<file path="src/rtl/scan_serial_io.sv">
// scan_serial_io: scan chain with capture/update shadow register plus an
// independent serial readout engine that streams latched words MSB first.
// Optional feature: define SERIAL_PARITY_EN to append an even-parity bit
// after every readout word.
module scan_serial_io #(
  parameter int unsigned SC_LEN   = 395,
  parameter int unsigned CAP_W    = 48,
  parameter int unsigned RD_WORDS = 3,
  parameter int unsigned RD_WIDTH = 16
) (
  input  logic                         clk,
  input  logic                         rst,
  input  logic                         shift_en,
  input  logic                         scan_in,
  output logic                         scan_out,
  input  logic                         update,
  input  logic                         capture,
  input  logic [CAP_W-1:0]             cap_data,
  output logic [SC_LEN-1:0]            cfg_q,
  input  logic                         rd_req,
  input  logic [RD_WORDS*RD_WIDTH-1:0] rd_data,
  output logic                         serial_out,
  output logic                         serial_valid,
  output logic                         rd_busy,
  output logic                         rd_done
);

  localparam int unsigned BufW    = RD_WORDS * RD_WIDTH;
  localparam int unsigned MaxBits = RD_WORDS * (RD_WIDTH + 1);
  localparam int unsigned CntW    = $clog2(MaxBits + 1);
`ifdef SERIAL_PARITY_EN
  localparam int unsigned NumBits = MaxBits;
  localparam int unsigned PosW    = $clog2(RD_WIDTH + 1);
`else
  localparam int unsigned NumBits = BufW;
`endif
  localparam logic [CntW-1:0] LastCnt = CntW'(NumBits - 1);

  typedef enum logic [1:0] {StIdle, StShift, StDone} rd_state_e;

  logic [SC_LEN-1:0] sr_q;
  rd_state_e         state_q, state_d;
  logic [BufW-1:0]   buf_q, buf_d;
  logic [CntW-1:0]   cnt_q, cnt_d;
`ifdef SERIAL_PARITY_EN
  logic [PosW-1:0]   pos_q, pos_d;
  logic              par_q, par_d;
`endif

  assign scan_out = sr_q[SC_LEN-1];

  // Scan register: capture wins over shift; otherwise hold.
  always_ff @(posedge clk) begin
    if (rst) begin
      sr_q <= '0;
    end else if (capture) begin
      sr_q[SC_LEN-1 -: CAP_W] <= cap_data;
    end else if (shift_en) begin
      sr_q <= {sr_q[SC_LEN-2:0], scan_in};
    end
  end

  // Shadow register samples the pre-edge scan contents on update.
  always_ff @(posedge clk) begin
    if (rst) begin
      cfg_q <= '0;
    end else if (update) begin
      cfg_q <= sr_q;
    end
  end

  // Readout state, buffer and counters.
  always_ff @(posedge clk) begin
    if (rst) begin
      state_q <= StIdle;
      buf_q   <= '0;
      cnt_q   <= '0;
`ifdef SERIAL_PARITY_EN
      pos_q   <= '0;
      par_q   <= 1'b0;
`endif
    end else begin
      state_q <= state_d;
      buf_q   <= buf_d;
      cnt_q   <= cnt_d;
`ifdef SERIAL_PARITY_EN
      pos_q   <= pos_d;
      par_q   <= par_d;
`endif
    end
  end

  // Readout next-state and outputs; the buffer shifts left so its MSB is always the next data bit.
  always_comb begin
    state_d      = state_q;
    buf_d        = buf_q;
    cnt_d        = cnt_q;
    serial_out   = 1'b0;
    serial_valid = 1'b0;
    rd_busy      = 1'b0;
    rd_done      = 1'b0;
`ifdef SERIAL_PARITY_EN
    pos_d        = pos_q;
    par_d        = par_q;
`endif
    unique case (state_q)
      StIdle: begin
        if (rd_req) begin
          state_d = StShift;
          buf_d   = rd_data;
          cnt_d   = '0;
`ifdef SERIAL_PARITY_EN
          pos_d   = '0;
          par_d   = 1'b0;
`endif
        end
      end
      StShift: begin
        serial_valid = 1'b1;
        rd_busy      = 1'b1;
        cnt_d        = cnt_q + CntW'(1);
`ifdef SERIAL_PARITY_EN
        // Slot RD_WIDTH of each word carries the accumulated parity.
        if (pos_q == PosW'(RD_WIDTH)) begin
          serial_out = par_q;
          pos_d      = '0;
          par_d      = 1'b0;
        end else begin
          serial_out = buf_q[BufW-1];
          buf_d      = buf_q << 1;
          par_d      = par_q ^ buf_q[BufW-1];
          pos_d      = pos_q + PosW'(1);
        end
`else
        serial_out = buf_q[BufW-1];
        buf_d      = buf_q << 1;
`endif
        if (cnt_q == LastCnt) begin
          state_d = StDone;
        end
      end
      StDone: begin
        rd_done = 1'b1;
        state_d = StIdle;
      end
      default: begin
        state_d = StIdle;
      end
    endcase
  end

endmodule

</file>
<file path="config.mk">
export PLATFORM = sky130hd
export DESIGN_NAME = scan_serial_io
export DESIGN_NICKNAME = d
export VERILOG_FILES = /design/src/rtl/scan_serial_io.sv
export SDC_FILE = /design/constraint.sdc
export NUM_CORES = 1
export LEC_CHECK = 0
export CAP_MARGIN = 30
export CORE_MARGIN = 2
export CORE_UTILIZATION = 45
export CTS_CLUSTER_SIZE = 24
export DETAILED_ROUTE_END_ITERATION = 6
export HOLD_SLACK_MARGIN = 0.05
export PLACE_DENSITY_LB_ADDON = 0.25
export SETUP_SLACK_MARGIN = 0.3
export SLEW_MARGIN = 10
export SYNTH_ARGS = -nofsm -noshare
export SYNTH_HDL_FRONTEND = slang
export SYNTH_SLANG_ARGS = --single-unit
</file>
<file path="constraint.sdc">
create_clock -name clk -period 2.2 [get_ports clk]
set_input_delay 0.22 -clock clk [delete_from_list [all_inputs] [get_ports clk]]
set_output_delay 0.22 -clock clk [all_outputs]
set_load 0.005 [all_outputs]
</file>
==> flow_summary.json, run 1 <==
{
  "status": "completed",
  "hpwlAfterDp_mm": 48.35,
  "fin_crit_ps": 1811,
  "dpl-instance-area_um2": 35950,
  "antenna_left": 0,
  "viasPerCell": 4.968,
  "synth_edf_count": 0,
  "firstDrtPassIters": 6,
  "synth_top_area_cell": "dfxtp_1",
  "io_buffer_count": 502,
  "num-nets-final": 3810,
  "ff2ff_setup_slack_ps": 600,
  "holdWs_ps": 127.9,
  "critPathCapture": "serial_out",
  "cellLeakagePower_nw": 15.08,
  "hold_viol": 0,
  "grt_pass1_wl_mm": 118.3,
  "register_area_um2": 16950,
  "clkSlewWorstSetupHoldPaths_ps": 60,
  "crit_start": "state_q[1]",
  "wire_per_inst_um": 16.08,
  "grt_pass1_vias": 21780,
  "finalMaxSlewViolations": 0,
  "syn_inst": 3296,
  "ys_top_cells_by_area": "dfxtp_1 (56%), mux2i_1 (15%), nand2_1 (8.7%), nor2_1 (7.3%), a21oi_1 (5.9%)",
  "gr-usage-all-layers": 0.2074,
  "power.density_nw_per_um2": 822.0,
  "layout_setup_ws_ps": 388.6,
  "path_class": "flop to output port",
  "start_util": 0.4564,
  "setup_viol": 0,
  "place.gp.congestion": 0.7975,
  "fin_setup_tns_ps": 0,
  "crit_arrival_ps": 1590,
  "grt_max_degree": 127,
  "die_x_um": 262.7,
  "drv_cap": 0,
  "ys_ff_latch": 846,
  "yosysUniqueCellTypes": 28,
  "peakVddDrop_mv": 0.5731,
  "synthArstFlopShare": 0,
  "worstHoldPathType": "input port to flop",
  "timing.rr.start": "state_q[1]",
  "drc": 0,
  "root_buffer": "clkbuf_16",
  "cts_tree": "yes",
  "syn2layout_area_growth_pct": 29.14,
  "drive_above_1_share": 0.06995,
  "antenna_cells": 0,
  "avgSynthCellArea_um2": 9.136,
  "fillers": 5733,
  "relSlewSlack": 0.4354,
  "rr_worst_depth": 5,
  "fmax_mhz": 552.1,
  "worst_slew_pin_slew_ps": 846.8,
  "vias": 23040,
  "yosysTopAreaCellShare": 0.5624,
  "rows": 94,
  "cp_data_required_time_ps": 1980,
  "coreArea_um2": 65980,
  "fin_skew_ps": 24.59,
  "critPathCaptureType": "output port",
  "syn_nets": 3400,
  "yosysSeqAreaShare": 0.5624,
  "io_pins": 503,
  "synth_ff_type": "dfxtp_1",
  "pre_cts_ws_ps": 390.3,
  "antenna_found_initial": 0,
  "wl_mm": 74.60,
  "multi_input_area_um2": 12070,
  "grt_overflow": 0,
  "ctsHtreeMaxLevel": 3,
  "clkSinkCount": 846,
  "die_h_um": 262.7,
  "syn_area_um2": 30110,
  "finalCritPeriodShare": 0.8233,
  "dieArea_um2": 69000,
  "start_kind": "flop",
  "finalInstanceArea_um2": 38890,
  "rsz0062_at_grt": "no",
  "ys_warn_count": 0,
  "r2r-end": "buf_q[26]",
  "drt_iter0_markers": 1542,
  "clock_insertion_delay_worst_skew_ps": 630,
  "crit_fanout": 7,
  "numCtsBuffers": 85,
  "max-clock-path-buffers": 3
}
==> synth_stat cells (2+ instances only) <==
cell type,n
nand3_1,6
buf_4,5
or3_1,2
nand2_1,700
buf_2,144
nand2b_1,3
buf_1,3
a21oi_1,353
mux2i_1,444
nor4_1,48
mux2_2,48
dfxtp_1,846
nor2b_1,2
nor2_1,586
clkbuf_1,93
==> placed cells by master, fill, tap and decap left out, types with 2 or more instances in the layout <==
master,instances
clkinvlp_4,2
clkbuf_8,23
or3_1,2
clkdlybuf4s50_1,494
a21oi_1,353
buf_12,30
buf_2,2
buf_8,2
dlygate4sd2_1,4
mux2_2,48
clkbuf_1,14
clkinv_2,19
nand3_1,6
nand2_1,700
dfxtp_4,2
inv_16,2
nand2b_4,2
bufinv_16,4
dfxtp_1,843
clkbuf_16,87
nor2_1,586
buf_4,33
nor4_1,48
dlygate4sd3_1,4
mux2i_1,444
==> how the worst min path moves through the flow <==
| stage | slack [ps] | start | depth (start not counted) | end |
|---|---|---|---|---|
| 6_report | 130 | shift_en | 4 | sr_q[353] |
| 5_1_grt | 150 | shift_en | 4 | sr_q[353] |
| 4_1_cts | 80 | shift_en | 4 | sr_q[353] |
| 3_5_place_dp | 460 | sr_q[26] | 2 | sr_q[27] |
| 3_3_place_gp | 460 | sr_q[239] | 2 | sr_q[240] |
| 2_1_floorplan | 360 | scan_in | 2 | sr_q[0] |
==> worst max-delay path: stages (launching register included) <==
cell and delay (ps):
dfxtp_4 370, nand2b_4 140, inv_4 50, and2_1 140, dlygate4sd2_1 260
==> where the power goes <==
| group | total [W] | leakage [nW] | switching (W) | internal (W) |
|---|---|---|---|---|
| sequential | 0.0156 | 6.84 | 0.000118 | 0.0155 |
| combinational | 0.00171 | 6.81 | 0.000979 | 0.000729 |
| clock | 0.0146 | 1.43 | 0.00608 | 0.00855 |
==> layer usage <==
metal	share of wire	global-route usage	wire length [um]
met4	0.034	0.07704	2515
met1	0.44	0.2612	32570
met3	0.059	0.05416	4383
met5	0	0	0
met2	0.47	0.3415	35130
==> flip-flops by register name (all words and copies together), names as in the netlist <==
signal   flops
cfg_q      395
sr_q       395
state_q      2
cnt_q        6
buf_q       48
==> per-stage QoR <==
step,utilization,instances,power [W]
floorplan,-,3296,0.01705
global placement,0.5448,4478,0.01766
detailed placement,0.5448,4478,0.01766
CTS,0.5894,4638,0.03231
global route,0.5894,4638,0.03308
finish,0.5894,4638,0.03196
==> cell type report <==
class / count / area share
flip-flops and latches: 846 / 0.4358
multi-input cells: 2203 / 0.3103
repair buffers: 569 / 0.1519
clock buffers: 124 / 0.06548
well taps: 864 / 0.02780
clock inverters: 31 / 0.008591
inverters: 1 / 0.0001609
==> cells by family after synthesis <==
kind of cell             after synthesis  synth area share
AND/OR/NAND/NOR                     1350            0.1735
flip-flops                           846            0.5624
multiplexers                         492            0.1655
AO/OA/AOI/OAI                        360           0.06050
buffers and inverters                247           0.03764
adder cells (fa/ha/maj)                1         0.0004154
==> timing repair <==
action | 4_1_cts | 5_1_grt
hold buffers | 4 | 0
endpoints found under the setup margin | 5 | 0
hold endpoints to repair | 36 | 0
buffers inserted | 1 | 0
gates resized for setup | 12 | 0
(Power assumes the default switching activity.)
==> run 2, diff against run 1 <==
Clock period 2.2 ns to 1.7 ns, I/O delays scaled along.
==> flow_summary.json, run 2 (synthesis gave the netlist of run 1 again) <==
{
  "status": "finished with violations",
  "violations": "negative setup slack",
  "drc": 0,
  "grt_overflow": 0,
  "clkSinkCount": 846,
  "coreArea_um2": 65980,
  "cts_tree": "yes",
  "fin_setup_tns_ps": -0.9082,
  "peakVddDrop_mv": 0.7218,
  "grt_pass1_vias": 21700,
  "viasPerCell": 5.051,
  "setup_viol": 1,
  "clock_insertion_delay_worst_skew_ps": 630,
  "rsz0062_at_grt": "yes",
  "finalMaxSlewViolations": 0,
  "crit_fanout": 14,
  "gr-usage-all-layers": 0.2064,
  "holdWs_ps": 123.4,
  "crit_arrival_ps": 2170,
  "drv_cap": 0,
  "antenna_left": 0,
  "fin_crit_ps": 1701,
  "numCtsBuffers": 86,
  "rows": 94,
  "antenna_cells": 0,
  "worstHoldPathType": "input port to flop",
  "layout_commonest_cell": "nand2_1",
  "timing.rr.start": "state_q[1]",
  "vias": 23860,
  "r2r-end": "buf_q[21]",
  "wire_per_inst_um": 16.76,
  "wl_mm": 79.15,
  "path_class": "flop to flop",
  "max-clock-path-buffers": 3,
  "hpwlAfterDp_mm": 49.84,
  "io_buffer_count": 502,
  "relSlewSlack": 0.6297,
  "drt_iter0_markers": 1820,
  "cp_data_required_time_ps": 2170,
  "hp-start": "shift_en",
  "min_delay_worst_endpoint": "sr_q[335]",
  "rr_worst_depth": 7,
  "drive_above_1_share": 0.2078,
  "ff2ff_setup_slack_ps": -0.9,
  "fillers": 5570,
  "finalCritPeriodShare": 1.001,
  "antenna_found_initial": 0,
  "die_x_um": 262.7,
  "cellLeakagePower_nw": 17.51,
  "syn2layout_area_growth_pct": 33.98,
  "grt_pass1_wl_mm": 117.4,
  "die_h_um": 262.7,
  "layout_setup_ws_ps": -0.9082,
  "start_kind": "flop",
  "place.gp.congestion": 0.8219,
  "utilization": 0.6115,
  "power.density_nw_per_um2": 1058,
  "hold_viol": 0,
  "num-nets-final": 3897,
  "firstDrtPassIters": 5,
  "root_buffer": "clkbuf_16",
  "critPathCaptureType": "flop",
  "fin_skew_ps": 16.78,
  "clkSlewWorstSetupHoldPaths_ps": 60,
  "reg_top3": "cfg_q: 395 flops, sr_q: 395 flops, buf_q: 48 flops",
  "grt_max_degree": 99,
  "dieArea_um2": 69000,
  "io_pins": 503,
  "ctsHtreeMaxLevel": 3,
  "most-common-layout-cells": "nand2_1 (700), dfxtp_1 (625), nor2_1 (543), mux2i_1 (444), a21oi_1 (349)",
  "start_util": 0.4564,
  "fmax_mhz": 587.9,
  "worst_slew_pin_slew_ps": 555.5,
  "min_path_cells": 5
}
-- run 2: timing repair --
item	in CTS	in global routing
gates resized for setup	959	393
buffers inserted	19	20
setup endpoints to repair	401	272
gates cloned	0	18
pin swaps	0	17
hold endpoints to repair	14	0
hold buffers	3	0
-- run 2: final cells by class --
type / instances / area (um2) / area share
inverters: 1 / 6.256 / 0.0001551
multi-input cells: 2205 / 12510 / 0.3100
repair buffers: 653 / 6511 / 0.1614
clock inverters: 32 / 475.5 / 0.01178
clock buffers: 123 / 2524 / 0.06255
well taps: 864 / 1081 / 0.02679
flip-flops and latches: 846 / 17240 / 0.4273
-- run 2: how the worst max path moves through the flow --
stage | from | end
finish | state_q[1] | buf_q[21]
global route | state_q[1] | buf_q[21]
CTS | cfg_q[269] | cfg_q[269]
detailed placement | rd_req | cnt_q[5]
global placement | rd_req | cnt_q[5]
floorplan | state_q[0] | cnt_q[5]
-- run 2: critical path, cell delays in order, from the launching register on --
cell	delay, ps
dfxtp_4	350
nand2b_4	140
buf_4	110
buf_6	100
buf_4	160
clkbuf_16	190
nor2_1	50
nor4_1	450
-- run 2: stage by stage --
step	total power, W	setup slack, ps	cells	instance area [um2]
after floorplan	0.02206	358.6	3296	30110
after global placement	0.02295	113.1	4509	36330
after detailed placement	0.02296	57.83	4509	36330
after CTS	0.04271	30.90	4686	39350
after global routing	0.04409	10.24	4724	40340
final	0.04270	-0.9082	4724	40340
-- run 2: layer usage --
| layer | track usage | routed length (um) | vias up |
|---|---|---|---|
| met3 | 0.05407 | 5146 | 177 |
| met5 | 0 | 0 | - |
| li1 | - | - | 11820 |
| met1 | 0.2608 | 34010 | 11210 |
| met2 | 0.3380 | 37220 | 655 |
| met4 | 0.07813 | 2775 | 0 |
-- run 2: power by group --
| part | switching [W] | total [W] | internal [W] |
|---|---|---|---|
| logic | 0.00148 | 0.00268 | 0.00120 |
| registers | 0.000166 | 0.0202 | 0.0200 |
| clock network | 0.00790 | 0.0198 | 0.0119 |
| total | 0.00955 | 0.0427 | 0.0331 |
